==> src/rtl/win_scanner.sv <==
// ---------------------------------------------------------------------------
// win_scanner
//
// Sequential line-win detector for an ROWS x COLS board of 2-bit cells.
// A snapshot of the board and the last move is taken on an accepted start.
// The scanner then walks outward from the last-placed piece, one probe cell
// per clock. It covers the horizontal, vertical, "\" and "/" directions in
// that order, and stops on the first direction that holds WIN_LEN pieces.
//
// Handshake: a request is accepted on a rising edge where start=1 and
// ready=1. ready is high only while idle, so a start seen while busy is
// dropped, not queued. done is a single-cycle pulse. win/err/win_dir are
// valid from the done cycle and hold until the next accepted start. They
// read 0 during the check cycle that follows acceptance.
//
// Ports
//   clk, rst        : clock, asynchronous active-high reset
//   start           : scan request
//   board           : cell (r,c) at board[(r*COLS+c)*2 +: 2]
//                     0 empty, 1/2 player, 3 illegal
//   last_row/col    : coordinates of the last move
//   player          : player to check (1 or 2)
//   ready, done     : idle indication, completion pulse
//   win, err        : result flags
//   win_dir         : 0 horiz, 1 vert, 2 "\", 3 "/"; 0 when no win
//   dbg_state       : current FSM state (IDLE=0, CHECK=1, SCAN=2, DONE=3)
// ---------------------------------------------------------------------------
module win_scanner #(
  parameter int ROWS    = 6,
  parameter int COLS    = 7,
  parameter int WIN_LEN = 4
) (
  input  logic                       clk,
  input  logic                       rst,
  input  logic                       start,
  input  logic [2*ROWS*COLS-1:0]     board,
  input  logic [$clog2(ROWS)-1:0]    last_row,
  input  logic [$clog2(COLS)-1:0]    last_col,
  input  logic [1:0]                 player,
  output logic                       ready,
  output logic                       done,
  output logic                       win,
  output logic                       err,
  output logic [1:0]                 win_dir,
  output logic [1:0]                 dbg_state
);

  localparam int RW = $clog2(ROWS);
  localparam int CW = $clog2(COLS);
  // Signed coordinate width; the two extra bits keep r +/- k from wrapping.
  localparam int SW = ((RW > CW) ? RW : CW) + 2;
  localparam int KW = $clog2(WIN_LEN + 1);

  localparam logic signed [SW-1:0] ROWS_S = SW'(ROWS);
  localparam logic signed [SW-1:0] COLS_S = SW'(COLS);
  localparam logic [KW-1:0]        K_ONE  = KW'(1);
  localparam logic [KW-1:0]        K_WIN  = KW'(WIN_LEN);
  localparam logic [KW-1:0]        K_LAST = KW'(WIN_LEN - 1);

  typedef enum logic [1:0] {
    S_IDLE  = 2'd0,
    S_CHECK = 2'd1,
    S_SCAN  = 2'd2,
    S_DONE  = 2'd3
  } state_t;

  state_t                  r_state,   w_state_n;
  logic [2*ROWS*COLS-1:0]  r_board,   w_board_n;
  logic [RW-1:0]           r_row,     w_row_n;
  logic [CW-1:0]           r_col,     w_col_n;
  logic [1:0]              r_player,  w_player_n;
  logic [1:0]              r_dir,     w_dir_n;
  logic                    r_side,    w_side_n;   // 0 = NEG, 1 = POS
  logic [KW-1:0]           r_k,       w_k_n;
  logic [KW-1:0]           r_count,   w_count_n;
  logic                    r_win,     w_win_n;
  logic                    r_err,     w_err_n;
  logic [1:0]              r_win_dir, w_win_dir_n;

  logic signed [SW-1:0]    w_row_s, w_col_s, w_k_s;
  logic signed [SW-1:0]    w_off_r, w_off_c, w_pr, w_pc;
  logic                    w_inb, w_match, w_bad, w_end_side;
  logic [1:0]              w_probe_cell, w_last_cell;
  logic [KW-1:0]           w_cnt_inc, w_k_inc;

  assign w_row_s = SW'(r_row);
  assign w_col_s = SW'(r_col);
  assign w_k_s   = SW'(r_k);

  // Offset k*(dr,dc) for the current direction; dr is 0 or 1, dc is -1..1.
  assign w_off_r = (r_dir == 2'd0) ? '0 : w_k_s;
  assign w_off_c = (r_dir == 2'd1) ? '0 :
                   (r_dir == 2'd3) ? -w_k_s : w_k_s;

  assign w_pr = r_side ? (w_row_s + w_off_r) : (w_row_s - w_off_r);
  assign w_pc = r_side ? (w_col_s + w_off_c) : (w_col_s - w_off_c);

  assign w_inb = !w_pr[SW-1] && !w_pc[SW-1] && (w_pr < ROWS_S) && (w_pc < COLS_S);

  // Cell lookups by coordinate compare. An out-of-range coordinate matches
  // no cell and reads as empty.
  always_comb begin
    w_probe_cell = 2'b00;
    w_last_cell  = 2'b00;
    for (int r = 0; r < ROWS; r++) begin
      for (int c = 0; c < COLS; c++) begin
        if (w_pr == SW'(r) && w_pc == SW'(c))
          w_probe_cell = r_board[(r*COLS+c)*2 +: 2];
        if (w_row_s == SW'(r) && w_col_s == SW'(c))
          w_last_cell = r_board[(r*COLS+c)*2 +: 2];
      end
    end
  end

  assign w_match   = w_inb && (w_probe_cell == r_player);
  assign w_bad     = (w_row_s >= ROWS_S) || (w_col_s >= COLS_S) ||
                     ((r_player != 2'd1) && (r_player != 2'd2)) ||
                     (w_last_cell != r_player);
  assign w_cnt_inc = r_count + K_ONE;
  assign w_k_inc   = r_k + K_ONE;

  always_comb begin
    w_state_n   = r_state;
    w_board_n   = r_board;
    w_row_n     = r_row;
    w_col_n     = r_col;
    w_player_n  = r_player;
    w_dir_n     = r_dir;
    w_side_n    = r_side;
    w_k_n       = r_k;
    w_count_n   = r_count;
    w_win_n     = r_win;
    w_err_n     = r_err;
    w_win_dir_n = r_win_dir;
    w_end_side  = 1'b0;
    case (r_state)
      S_IDLE: begin
        if (start) begin
          w_board_n   = board;
          w_row_n     = last_row;
          w_col_n     = last_col;
          w_player_n  = player;
          w_win_n     = 1'b0;
          w_err_n     = 1'b0;
          w_win_dir_n = 2'd0;
          w_state_n   = S_CHECK;
        end
      end
      S_CHECK: begin
        if (w_bad) begin
          w_err_n   = 1'b1;
          w_state_n = S_DONE;
        end else begin
          w_dir_n   = 2'd0;
          w_side_n  = 1'b0;
          w_k_n     = K_ONE;
          w_count_n = K_ONE;
          w_state_n = S_SCAN;
        end
      end
      S_SCAN: begin
        if (w_match) begin
          w_count_n = w_cnt_inc;
          if (w_cnt_inc == K_WIN) begin
            w_win_n     = 1'b1;
            w_win_dir_n = r_dir;
            w_state_n   = S_DONE;
          end else if (w_k_inc > K_LAST) begin
            w_end_side = 1'b1;
          end else begin
            w_k_n = w_k_inc;
          end
        end else begin
          w_end_side = 1'b1;
        end
        // The count carries from the NEG side into the POS side of the same
        // line. It restarts only when the direction changes.
        if (w_end_side) begin
          w_k_n = K_ONE;
          if (!r_side) begin
            w_side_n = 1'b1;
          end else begin
            w_side_n  = 1'b0;
            w_count_n = K_ONE;
            w_dir_n   = r_dir + 2'd1;
            if (r_dir == 2'd3) w_state_n = S_DONE;
          end
        end
      end
      S_DONE:  w_state_n = S_IDLE;
      default: w_state_n = S_IDLE;
    endcase
  end

  always_ff @(posedge clk or posedge rst) begin
    if (rst) begin
      r_state   <= S_IDLE;
      r_board   <= '0;
      r_row     <= '0;
      r_col     <= '0;
      r_player  <= '0;
      r_dir     <= '0;
      r_side    <= 1'b0;
      r_k       <= '0;
      r_count   <= '0;
      r_win     <= 1'b0;
      r_err     <= 1'b0;
      r_win_dir <= '0;
    end else begin
      r_state   <= w_state_n;
      r_board   <= w_board_n;
      r_row     <= w_row_n;
      r_col     <= w_col_n;
      r_player  <= w_player_n;
      r_dir     <= w_dir_n;
      r_side    <= w_side_n;
      r_k       <= w_k_n;
      r_count   <= w_count_n;
      r_win     <= w_win_n;
      r_err     <= w_err_n;
      r_win_dir <= w_win_dir_n;
    end
  end

  assign ready     = (r_state == S_IDLE);
  assign done      = (r_state == S_DONE);
  assign win       = r_win;
  assign err       = r_err;
  assign win_dir   = r_win_dir;
  assign dbg_state = r_state;

endmodule
==> config.mk <==
export PLATFORM = sky130hd
export DESIGN_NAME = win_scanner
export DESIGN_NICKNAME = d
export VERILOG_FILES = /design/src/rtl/win_scanner.sv
export SDC_FILE = /design/constraint.sdc
export NUM_CORES = 1
export LEC_CHECK = 0
export CAP_MARGIN = 5
export CORE_MARGIN = 5
export CORE_UTILIZATION = 30
export DETAILED_ROUTE_END_ITERATION = 8
export GPL_TIMING_DRIVEN = 0
export SLEW_MARGIN = 5
export SYNTH_ARGS = -nofsm -noshare
export SYNTH_HDL_FRONTEND = slang
export SYNTH_SLANG_ARGS = --single-unit
==> constraint.sdc <==
create_clock -name clk -period 5.6 [get_ports clk]
set_input_delay 0.56 -clock clk [delete_from_list [all_inputs] [get_ports clk]]
set_output_delay 0.56 -clock clk [all_outputs]
set_load 0.01 [all_outputs]
; Yosys cells after proc, flatten, opt, wreduce, memory -nomap -nowiden
; Index checks and enable logic that the tools add are counted.
[op_classes]
reduce_logical = 110
n_mux = 129
n_addsub = 8
magnitude_cmp = 5
n_eq_ne = 42
[op_table]
columns = operator, n
row1 = 2-to-1 mux 2 bit, 96
row2 = logical AND 1 bit, 89
row3 = == test 3 bit (second input constant), 9
row4 = 2-to-1 mux 3 bit, 9
row5 = == test 5 x 4 -> 1 bit (second input constant), 5
row6 = == test 5 x 3 -> 1 bit (second input constant), 4
row7 = logical NOT 5 bit, 4
row8 = 2-to-1 mux 5 bit, 4
row9 = != test 2 bit (second input constant), 8
row10 = 2-to-1 mux 1 bit, 12
row11 = one-hot mux 3 bit (2 select lines), 2
row12 = == test 5 x 2 -> 1 bit (second input constant), 2
row13 = less-than comparator 5 x 4 -> 1 bit (second input constant), 2
row14 = == test 3 x 2 -> 1 bit (second input constant), 3
row15 = != test 3 bit (second input constant), 3
row16 = one-hot mux 2 bit (2 select lines), 2
row17 = one-hot mux 2 bit (4 select lines), 1
row18 = AND reduction 4 bit, 2
row19 = adder 3 x 1 -> 3 bit (second input constant), 2
row20 = == test 2 bit (second input constant), 3
row21 = >= comparator 3 bit (second input constant), 2
row22 = one-hot mux 1 bit (2 select lines), 3
row23 = AND reduction 3 bit, 2
row24 = nonzero test 2 bit, 3
row25 = other kinds (16), 22
[word_totals]
register_bits = 107
wordCells = 306

; Depth between registers and ports, before layout
[logic_depth]
word_depth = 56
depth_mapped = 20
ltp_nobuf = 18

; Least setup slack after synthesis
; Ideal clock, no wire load.
[synth_timing]
path_type = register to register
startpoint = register r_k[0]
endpoint = register r_state[0], in the netlist dbg_state[0]
period_less_slack_ps = 4716
setup_ps = 128
required_ps = 5472
t_arrival_ps = 4588
stages_incl_launch_ff = 20
setup_slack_ps = 884
path_cell_list = dfrtp_1 inv_1 ha_1 mux2i_1 or2_2 ha_1 nand2_1 o21ai_0 fa_1 clkbuf_1 buf_1 mux2_2 a22oi_1 nor3_1 o31ai_1 a32oi_1 mux2_4 a211o_1 a221oi_1 o21ai_1
[synth_between]
elab_chain_cells = 56
word_cells_on_any_way = 127
cone_classes = 6 x add/sub / 3 x order compare / 12 x eq/ne / 56 x mux / 50 x reduce/logical
[synth_lines]
columns = element, line_no
row1 = start: declaration, 74  ; logic [KW-1:0] r_k, w_k_n;
row2 = start signal: assignment, 217  ; r_k <= w_k_n;
row3 = negation 3 -> 5 bit, 93  ; (r_dir == 2'd3) ? -w_k_s : w_k_s;
row4 = 2-to-1 mux 5 bit, 93
row5 = 2-to-1 mux 5 bit, 92  ; assign w_off_c = (r_dir == 2'd1) ? '0 :
row6 = subtractor 4 x 5 -> 5 bit or adder 4 x 5 -> 5 bit (tied branches), 96  ; assign w_pc = r_side ? (w_col_s + w_off_c) : (w_col_s - w_off_c);
row7 = 2-to-1 mux 5 bit, 96
row8 = logical NOT 5 bit, 107  ; if (w_pr == SW'(r) && w_pc == SW'(c))
row9 = logical AND 1 bit, 107
row10 = 2-to-1 mux 2 bit (42 in a row), 107
row11 = == test 2 bit, 115  ; assign w_match = w_inb && (w_probe_cell == r_player);
row12 = logical AND 1 bit, 115
row13 = 2-to-1 mux 2 bit, 162  ; if (w_match) begin
row14 = 2-to-1 mux 2 bit, 186  ; if (r_dir == 2'd3) w_state_n = S_DONE;
row15 = 2-to-1 mux 2 bit, 180  ; if (!r_side) begin
row16 = 2-to-1 mux 2 bit *, 178  ; if (w_end_side) begin
row17 = one-hot mux 2 bit (4 select lines) *, 136  ; case (r_state)
row18 = end signal: assignment, 210  ; r_state <= w_state_n;
row19 = end: declaration, 67  ; state_t r_state, w_state_n;
; Mark *: on every way between the ends. The rest lies on a longest branch, timed or not. The select of a mux whose other input is x is not followed.
; A chain may end at the register's enable or synchronous reset.

; Worst setup path in the final report
[layout_timing]
startpoint = register r_k[0]
endpoint = register r_dir[1]
[layout_between]
elab_chain_cells = 55
word_cells_on_any_way = 124
cone_classes = 6 x add/sub / 3 x order compare / 13 x eq/ne / 51 x mux / 51 x reduce/logical
[layout_lines]
columns = element, line_no
row1 = negation 3 -> 5 bit, 93
row2 = 2-to-1 mux 5 bit, 93
row3 = 2-to-1 mux 5 bit, 92
row4 = subtractor 4 x 5 -> 5 bit or adder 4 x 5 -> 5 bit (tied branches), 96
row5 = 2-to-1 mux 5 bit, 96
row6 = logical NOT 5 bit, 107
row7 = logical AND 1 bit, 107
row8 = 2-to-1 mux 2 bit (42 in a row), 107
row9 = == test 2 bit, 115
row10 = logical AND 1 bit, 115
row11 = 2-to-1 mux 1 bit *, 162
row12 = 2-to-1 mux 1 bit *, 136
row13 = != test 2 bit (no line) *, n/a
row14 = AND reduction 4 bit (no line) *, n/a
row15 = end signal: assignment, 215  ; r_dir <= w_dir_n;
row16 = end: declaration, 72  ; logic [1:0] r_dir, w_dir_n;
; Marked as above.

==> impl_results.md <==
* Die Span Y at between 150 and 200 µm
* Fmax at between 150 and 200 MHz
* Reg clk slew, reported paths at 0.07 ns
* Worst r2r path cells at 19
* Setup ws final at 0.215 ns
* Root Buffer: clkbuf_16
* Met2 wire length at 11800 µm
* Fillers at 2439
* Post-DP HPWL at 19400 µm
* CP bufs+invs at 3
* Slowest stage cell, crit path: fa_2
* Vias/cell at 5.58
* Initial Utilization at 0.303
* Routed length on met3 at about 1700 µm
* First-pass GRT wire length at about 38000 µm
* Pin count of the biggest net entering global routing at 67
* Mapped Nets at roughly 840
* Port bufs at 102
* Vias after detailed routing at 6514
* Drt pass-1 iters at 6
* Reg2Reg Setup Slack at ~0.21 ns
* Crit-path max cell delay at 0.50 ns
* Hold Vio Cnt, Final at 0
* # rows at 57
* Mapped Avg Cell Area at 10.1 µm²
* Cells after Synth at 722
* Crit path cell chain: inv_1 > ha_1 > mux2i_1 > or2_2 > ha_1 > nand2_1 > o21ai_0 > fa_2 > xor2_4 > clkbuf_4 > buf_2 > nand2_1 > nor4b_1 > o32ai_1 > a22oi_1 > mux2i_2 > a211oi_2 > o32ai_2 > mux2i_1
* Pre-CTS WS at -0.602 ns
* Core ar. at 24200 µm²
* Antenna diodes at 0
* Req. time, crit path at 5.88 ns
* Die footprint at 27600 µm²
* Max Cap Viol at 0
* Slew margin rel. at 0.445
* Worst Tran Pin Value at 0.827 ns
* Antenna violations before repair at 0
* Synth Cell Area at 7320 µm²
* Hold Startpoint: r_board[28]
* Hold-fix buffers, CTS at 0
* Drt drc at 0
* Top sig layer: met4
* Crit path capture type: flop
* Synth warnings at 0
* Vias in the first global route at 6483
* Netlist cell types at 83
* WL/cell at 21.8 µm
* Overall routing resource usage at 0.178
* Worst R2R End: r_dir[1]
* CP top delay family: adder cells
* WL met1 at 10800 µm
* CP arrival at 5.67 ns
* CP startpoint: r_k[0]
* Worst reg2reg startpoint: r_k[0]
* Final Net Count at 961
* Hold EP: r_board[28]
* Worst Setup Start Kind: flop
* Clock Sinks at 107
* WS Path Type: flop to flop
* Hold path cells at 1
* CTS max path bufs at 2
* Outcome: complete, no violations
* Post-route minimum period at roughly 5.4 ns
* DRT iter0 DRCs at between 600 and 700
* Top_reg_cell synth: dfrtp_1
* Synth Register Bits at 107
* H-tree depth at 3
* Die Width at 166 µm
* Min-Delay Path Class: flop to flop
* Clk_lat worst skew at 0.37 ns
* CTS Buf Count at 9
* Clk_skew at 0.0104 ns
* Ys async rst share at 1.00
* # IOs at 103
* EDFF count, synth at 0
* GR Overflow Total at 0
* Layout area overhead at 25.6%
* Total wire length at between 20000 and 30000 µm
* Slew Limit Fails at 0
* Sequential-to-total area share from yosys stat at 0.366
* ANT nets after route at 0
* Crit Path Max Fanout at 10
* TritonCTS clock tree: built
* Share of cells above drive strength 1 at 0.204
* Gpl congestion at 0.989
* Fin crit share at 0.962
* Endpoints failing setup at 0
[cell usage after synthesis, drive strengths merged, types with 5 or more instances]
| cell | instances | area share |
|---|---|---|
| dfrtp | 107 | 0.37 |
| mux2 | 106 | 0.16 |
| nand2 | 38 | 0.019 |
| o21ai | 34 | 0.023 |
| inv | 33 | 0.017 |
| clkbuf | 32 | 0.016 |
| nor2 | 29 | 0.015 |
| a21oi | 28 | 0.021 |
| mux2i | 25 | 0.035 |
| ha | 24 | 0.041 |
| nand3 | 20 | 0.014 |
| nand2b | 17 | 0.015 |
| nor3 | 17 | 0.012 |
| buf | 14 | 0.0092 |
| a31oi | 13 | 0.011 |
| o211ai | 13 | 0.013 |
| nor2b | 10 | 0.0085 |
| o221ai | 9 | 0.011 |
| a22oi | 8 | 0.0082 |
| mux4 | 7 | 0.022 |
| nor3b | 7 | 0.0072 |
| a21o | 6 | 0.0061 |
| a32oi | 6 | 0.0072 |
| a211oi | 5 | 0.0058 |
| a31o | 5 | 0.0060 |
| o21a | 5 | 0.0051 |
| o22ai | 5 | 0.0043 |
| xor2 | 5 | 0.0060 |
[placed cells by master, fill, tap and decap left out, types with 26 or more instances in the layout]
cell	count
inv_1	31
o21ai_0	32
a21oi_1	26
clkdlybuf4s50_1	102
mux2_2	105
nor2_1	27
clkbuf_1	28
dfrtp_1	107
nand2_1	38
[what timing repair did]
action | CTS | global route
pin swaps | 0 | 2
resized for setup | 11 | 18
buffers inserted | 0 | 4
setup endpoints to repair | 13 | 13
[worst reg2reg max path, stage by stage (launching register included)]
cell and delay (ns):
dfrtp_1 0.45, inv_1 0.14, ha_1 0.39, mux2i_1 0.09
or2_2 0.29, ha_1 0.29, nand2_1 0.07, o21ai_0 0.18
fa_2 0.50, xor2_4 0.28, clkbuf_4 0.30, buf_2 0.31
nand2_1 0.13, nor4b_1 0.29, o32ai_1 0.17, a22oi_1 0.29
mux2i_2 0.46, a211oi_2 0.16, o32ai_2 0.28, mux2i_1 0.24
[state kept, by name, summed over array words and instances (netlist names), 3 cells and up]
signal / flops
r_board: 84
r_col: 3
r_count: 3
r_k: 3
r_row: 3
[per-layer routing]
metal  global-route usage  up-vias
met5                    0        -
met4               0.0711        0
met3               0.0331       69
met2                0.290      331
met1                0.233     3157
li1                     -     2957
[through the flow]
stage | TNS [ns] | hold slack [ns] | utilization | cell area (µm²) | cells
6_report | 0 | 0.508 | 0.380 | 9200 | 1167
3_5_place_dp | -6.47 | 0.497 | 0.363 | 8780 | 1149
2_1_floorplan | 0 | 0.479 | - | 7320 | 722
5_1_grt | -0.00950 | 0.528 | 0.380 | 9200 | 1167
4_1_cts | 0 | 0.515 | 0.376 | 9090 | 1163
3_3_place_gp | -5.74 | 0.489 | 0.362 | 8750 | 1148
[worst max path at each step]
stage | endpoint | depth (start not counted)
2_1_floorplan | dbg_state[0] | 19
3_3_place_gp | r_k[0] | 19
3_5_place_dp | r_k[1] | 19
4_1_cts | r_dir[1] | 18
5_1_grt | win_dir[1] | 20
6_report | r_dir[1] | 19
[kinds of logic after synthesis]
logic type / synth area share
AOI/OAI and AO/OA: 0.190
xor gates and xnor gates: 0.0108
adders and majority gates: 0.0492
buffers and inverters: 0.0430
DFF: 0.366
muxes: 0.220
and+or+nand+nor: 0.122
[area by class of cell]
class | count | area, µm² | share of cell area
clock buffers | 10 | 229 | 0.0249
clock inverters | 5 | 45.0 | 0.00490
multi-input cells | 535 | 4420 | 0.480
well taps | 324 | 405 | 0.0441
inverters | 34 | 133 | 0.0144
flip-flops and latches | 107 | 2680 | 0.291
plain buffers | 45 | 198 | 0.0215
repair buffers | 107 | 1090 | 0.119
Power is not shown: default switching activity piles up to over one toggle a cycle in this logic, so the estimate is an artifact.
